### src/rtl/motor_pwm.sv
// motor_pwm: drive-command to dual-wheel PWM with per-period duty ramp.
// Optional macro MOTOR_PWM_RAMP_EN enables ramping; undefined = one-step change.
module motor_pwm #(
    parameter int CNT_W     = 8,
    parameter int DUTY_FWD  = 200,
    parameter int DUTY_FAST = 200,
    parameter int DUTY_SLOW = 60,
    parameter int RAMP_STEP = 50
) (
    input  logic       CLK,
    input  logic       RST_N,
    input  logic [1:0] DRIVER,
    output logic       PWM_L,
    output logic       PWM_R,
    output logic       MOVING
);

    localparam logic [CNT_W-1:0] L_FWD  = CNT_W'(DUTY_FWD);
    localparam logic [CNT_W-1:0] L_FAST = CNT_W'(DUTY_FAST);
    localparam logic [CNT_W-1:0] L_SLOW = CNT_W'(DUTY_SLOW);
    localparam logic [CNT_W-1:0] L_TOP  = {CNT_W{1'b1}};

    logic [1:0]       r_drv_q;
    logic [CNT_W-1:0] r_cnt;
    logic [CNT_W-1:0] r_duty_l;
    logic [CNT_W-1:0] r_duty_r;
    logic             r_pwm_l;
    logic             r_pwm_r;
    logic             r_moving;

    logic             w_wrap;
    logic             w_stop;
    logic [CNT_W-1:0] w_tgt_l;
    logic [CNT_W-1:0] w_tgt_r;
    logic [CNT_W-1:0] w_duty_l_nxt;
    logic [CNT_W-1:0] w_duty_r_nxt;

`ifdef MOTOR_PWM_RAMP_EN
    localparam logic [CNT_W:0] L_STEP = (CNT_W+1)'(RAMP_STEP);

    // Move cur toward tgt by at most one step, never past tgt.
    function automatic logic [CNT_W-1:0] f_ramp(
        input logic [CNT_W-1:0] cur,
        input logic [CNT_W-1:0] tgt
    );
        logic [CNT_W:0] c;
        logic [CNT_W:0] t;
        c = {1'b0, cur};
        t = {1'b0, tgt};
        if (c < t)
            f_ramp = (c + L_STEP >= t) ? tgt : CNT_W'(c + L_STEP);
        else if (c > t)
            f_ramp = (c >= t + L_STEP) ? CNT_W'(c - L_STEP) : tgt;
        else
            f_ramp = cur;
    endfunction
`endif

    assign w_wrap = (r_cnt == L_TOP);
    assign w_stop = (r_drv_q == 2'd0);

    // Decode per-wheel target duty from the captured command.
    always_comb begin
        w_tgt_l = '0;
        w_tgt_r = '0;
        unique case (r_drv_q)
            2'd1: begin
                w_tgt_l = L_FWD;
                w_tgt_r = L_FWD;
            end
            2'd2: begin
                w_tgt_l = L_SLOW;
                w_tgt_r = L_FAST;
            end
            2'd3: begin
                w_tgt_l = L_FAST;
                w_tgt_r = L_SLOW;
            end
            default: begin
                w_tgt_l = '0;
                w_tgt_r = '0;
            end
        endcase
    end

    // Next duty: stop forces zero at once; otherwise change only at a wrap.
    always_comb begin
        w_duty_l_nxt = r_duty_l;
        w_duty_r_nxt = r_duty_r;
        if (w_stop) begin
            w_duty_l_nxt = '0;
            w_duty_r_nxt = '0;
        end else if (w_wrap) begin
`ifdef MOTOR_PWM_RAMP_EN
            w_duty_l_nxt = f_ramp(r_duty_l, w_tgt_l);
            w_duty_r_nxt = f_ramp(r_duty_r, w_tgt_r);
`else
            w_duty_l_nxt = w_tgt_l;
            w_duty_r_nxt = w_tgt_r;
`endif
        end
    end

    // Command capture, counter, duties and registered outputs.
    always_ff @(posedge CLK) begin
        if (!RST_N) begin
            r_drv_q  <= '0;
            r_cnt    <= '0;
            r_duty_l <= '0;
            r_duty_r <= '0;
            r_pwm_l  <= 1'b0;
            r_pwm_r  <= 1'b0;
            r_moving <= 1'b0;
        end else begin
            r_drv_q  <= DRIVER;
            r_cnt    <= r_cnt + 1'b1;
            r_duty_l <= w_duty_l_nxt;
            r_duty_r <= w_duty_r_nxt;
            r_pwm_l  <= !w_stop && (r_cnt < r_duty_l);
            r_pwm_r  <= !w_stop && (r_cnt < r_duty_r);
            r_moving <= (w_duty_l_nxt != '0) || (w_duty_r_nxt != '0);
        end
    end

    assign PWM_L  = r_pwm_l;
    assign PWM_R  = r_pwm_r;
    assign MOVING = r_moving;

endmodule
### config.mk
export PLATFORM = sky130hd
export DESIGN_NAME = motor_pwm
export DESIGN_NICKNAME = d
export VERILOG_FILES = /design/src/rtl/motor_pwm.sv
export SDC_FILE = /design/constraint.sdc
export NUM_CORES = 1
export LEC_CHECK = 0
export CELL_PAD_IN_SITES_DETAIL_PLACEMENT = 1
export CELL_PAD_IN_SITES_GLOBAL_PLACEMENT = 2
export CORE_UTILIZATION = 40
export CTS_BUF_LIST = sky130_fd_sc_hd__clkbuf_2
export DETAILED_ROUTE_END_ITERATION = 8
export GPL_TIMING_DRIVEN = 0
export PLACE_DENSITY_LB_ADDON = 0.1
export SLEW_MARGIN = 20
export SYNTH_ARGS = -nofsm -noshare
export SYNTH_HDL_FRONTEND = slang
export SYNTH_SLANG_ARGS = --single-unit
export TNS_END_PERCENT = 20
### constraint.sdc
create_clock -name CLK -period 1.8 [get_ports CLK]
set_clock_uncertainty 0.1 [all_clocks]
set_input_delay 0.27 -clock CLK [delete_from_list [all_inputs] [get_ports CLK]]
set_output_delay 0.27 -clock CLK [all_outputs]
set_load 0.02 [all_outputs]
# == After elaboration in Yosys (flattened, before gate mapping) ==
# Cells that the tools add are included.
# Widths: inputs -> output; s select.
# totals
reg_bits,29
elab_cells,29
# op_classes
add_sub_neg,1
n_lt_le_gt_ge,2
eq_ne,4
mux,6
reduce_logical,9
# ops
op,count
$mux 8,4
$pmux 8 s2,2
$lt 8x8->1,2
$reduce_bool 8->1,2
$add 8x1->8 const B,1
$eq 8x8->1 const B,1
$eq 2x2->1 const B,2
$reduce_or 2->1,2
$eq 2x1->1 const B,1
$logic_and 1x1->1,2
$logic_not 2->1,1
$logic_not 1->1,1
$logic_or 1x1->1,1

# == Logic depth before layout (Yosys ltp) ==
# logic_depth
depth_word,7
ltp_mapped,6
mapped_depth_nobuf,6

# == Worst setup path after synthesis ==
# Ideal clock, no wire load.
# synth_path
path_kind,flip-flop to flip-flop
start,register r_drv_q[0]
end,"register r_pwm_l, in the netlist PWM_L"
arrival_ps,1294
t_required_ps,1626
slack_ps,332
stages_incl_launch_ff,7
n_path_buf,1
cell_sequence,dfxtp_1 -> inv_1 -> ha_1 -> nand2b_1 -> clkbuf_1 -> a211o_1 -> a31oi_1
# synth_between
elab_chain_len,3
# synth_lines
item,line,rtl
"start, declared",23,logic [1:0] r_drv_q;
"start signal, assigned",107,r_drv_q <= '0;
"start signal, assigned",115,r_drv_q <= DRIVER;
$logic_not 2->1,60,assign w_stop = (r_drv_q == 2'd0);
$logic_not 1->1,119,r_pwm_l <= !w_stop && (r_cnt < r_duty_l);
$logic_and 1x1->1,119,
"end signal, assigned",119,
"end, declared",27,logic r_pwm_l;
# Every way passes these cells.
# A chain may end at the register's enable or synchronous reset.

# == Worst setup path in the final report ==
# layout_path
start,"register r_pwm_l, in the netlist PWM_L"
end,output PWM_L
# layout_rtl
item,line,rtl
"end, declared",13,"output logic PWM_L,"
# No word-level cell between the ends.

==> results.txt <==
Layout cell share with drive strength beyond 1 = 0.129
Sequential area share after synthesis = 0.397
Sequential power share = 0.620
TritonCTS clock tree = done
Worst slew pin tran = 0.408 ns
Fin crit share = 0.935
Syn_area_per_cell = 9.76 um2
Dpl cells = 202
Critical Path AT = 1.31 ns
Post-Syn Nets = 174
Sink Count = 29
CTS root buffer = clkbuf_2
Outcome = completed
Switching share of power = 0.269
Top cell type's share of synthesized area = 0.397
Crit path max-delay family = buffers and inverters
PD cells = 661 nW/um2
H-tree levels = 2
Number of buffers added for setup after CTS = 0
Critical Path, Cell by Cell = clkdlybuf4s50_1
DR iter-0 viols = 11
Global-route wire length before repair = 5.25 mm
Final hold violation count = 0
Final #Nets = 186
Total power = 1070 uW
Max Slew Vio Count = 0
Full die area = 3910 um2
Io pins = 7
DRT Pass-1 Iters = 3
Switch Pwr = 287 uW
Master of the slowest instance on the critical path = clkdlybuf4s50_1
Design area = 1620 um2
Kind of critical path = flop to primary output
Clk buf depth = 2
Initial Util = 0.429
Inserted Clock Buffers = 5
Critical path peak fanout = 1
Row cnt = 21
Mapped Cells = 150
Initial antenna violation count = 0
Static Leak = 0.000651 uW
Synthesized flop and latch total = 29
Die Y-Extent = 62.5 um
Minimum clock period after layout = 1.68 ns
Final std cells w/o fill = 209
Total GRT Usage = 0.179
Clock Latency Late Sink = 0.36 ns
Grt ovf = 0
Post-CTS Hold Buffers = 0
Fmax = 0.594 GHz
Number of diodes = 0
Unrepaired setup endpoints after global routing = false
P_int = 780 uW
Yosys warning count = 0
Largest net degree at the start of global routing = 11
Yosys cell types = 32
IO Port Bufs = 6
Combinational share of power = 0.080
Crit-path max cell delay = 0.59 ns
Slew HR = 0.728
Via count = 1059
Core Box Area = 3420 um2
TNS Setup = 0 ns
Cell area after synthesis = 1460 um2
Setup-failing EPs final = 0
Startpoint Class = flop
Vias in the first global route = 1151
Die W = 62.5 um
Gpl congestion = 0.754
DRT antenna net count = 0
Yosys top cell by area = dfxtp_1
Pre-CTS setup slack = 0.0455 ns
Largest cells by area after synthesis = dfxtp_1, ha_1, inv_1
Clock power share = 0.300
Area delta synth->final = 10.3%
DRC = 0
Via-to-Cell Ratio = 5.07
Worst Setup End Kind = primary output
Reg clk slew, reported paths = 0.17 ns
Post-DP HPWL = 2.40 mm
Critical path buffers and inverters = 1
PostCTS Resize Cnt = 0
Placed cell area = 1580 um2
Drt wl/cell = 14.4 um
Worst Path Required = 1.43 ns
Final worst slack = 0.118 ns
MaxCap Viol Count = 0
Hold Crit Class = input port to flop
Final wirelength = 3.01 mm
Max IR drop VDD = 356 uV
[area by class of cell]
class / instances / area (um2)
timing repair buffer: 6 / 60.1
sequential: 29 / 581
inverter: 16 / 60.1
buffer: 4 / 28.8
clock buffer: 5 / 25.0
clock inverter: 3 / 12.5
fill: 428 / 1800
tap: 46 / 57.6
multi-input combinational: 100 / 791
[layer usage]
metal	routed length, um	share of wire	track usage
met1	1400	0.47	0.214
met2	1470	0.49	0.296
met4	57	0.019	0.0872
met5	0	0	0
met3	80	0.027	0.0493
[cells in the final DEF (no fill, tap or decap), drive strengths merged, types with 4 or more instances in the layout]
master         netlist  routed
dfxtp               29      29
ha                  20      20
inv                 16      16
a21oi               11      11
nand2               11      11
and2                 8       8
nand3                6       6
clkdlybuf4s50        0       6
clkbuf               2       6
and3                 6       6
xnor2                4       4
a21o                 4       4
a31oi                4       4
nor2                 4       4
[flip-flops by register name (all words and copies together), names as in the netlist]
register  cells
PWM_L         1
PWM_R         1
r_cnt         8
r_duty_l      8
MOVING        1
r_duty_r      8
r_drv_q       2
[synthesized netlist by cell type]
cell type	number
dfxtp_1	29
ha_1	20
inv_1	16
a21oi_1	10
and2_1	8
nand2_1	8
nand3_1	6
a21o_1	4
a31oi_1	4
xnor2_1	4
and3_1	3
and3_4	3
nand2_2	3
nor2_1	3
nor2b_1	3
a211o_1	2
a21boi_4	2
buf_2	2
clkbuf_1	2
nand2b_1	2
nor3_1	2
nor4_1	2
o21ai_0	2
xor2_1	2
a211oi_2	1
a21oi_4	1
a41oi_1	1
buf_8	1
nor2_2	1
nor4_2	1
or2b_1	1
or4_1	1
[final timing paths]
kind	from	to	slack, ns	depth (start not counted)
setup / recovery	PWM_L$_SDFF_PN0_	PWM_L	0.12	1
hold / removal	DRIVER[0]	r_drv_q[0]$_SDFF_PN0_	0.38	2
setup reg to reg	r_drv_q[0]$_SDFF_PN0_	PWM_R$_SDFF_PN0_	0.17	5
hold reg to reg	r_duty_l[2]$_SDFF_PN0_	r_duty_l[2]$_SDFF_PN0_	0.39	2
[power groups by stage]
stage / sequential [uW] / combinational [uW] / clock, uW
floorplan: 676 / 57.0 / 0
global placement: 676 / 83.1 / 0
detailed placement: 677 / 87.4 / 0
CTS: 663 / 88.0 / 334
global route: 665 / 98.8 / 357
finish: 662 / 85.3 / 320
[metrics by stage]
stage / utilization / hold slack [ns]
final: 0.473 / 0.375
after global routing: 0.473 / 0.349
after CTS: 0.474 / 0.352
after detailed placement: 0.463 / 0.371
after global placement: 0.463 / 0.357
after floorplan: - / 0.297
[logic make-up (layout without fill, tap and decap cells)]
| kind of cell | after synthesis | after routing | share of synthesized area |
|---|---|---|---|
| adder cells (fa/ha/maj) | 20 | 20 | 0.171 |
| AND/OR/NAND/NOR | 47 | 47 | 0.191 |
| flip-flops | 29 | 29 | 0.397 |
| XOR/XNOR | 6 | 6 | 0.0359 |
| AO/OA/AOI/OAI | 27 | 27 | 0.142 |
| buffers and inverters | 21 | 34 | 0.0632 |
No activity file was read; power rests on OpenSTA's default activity.
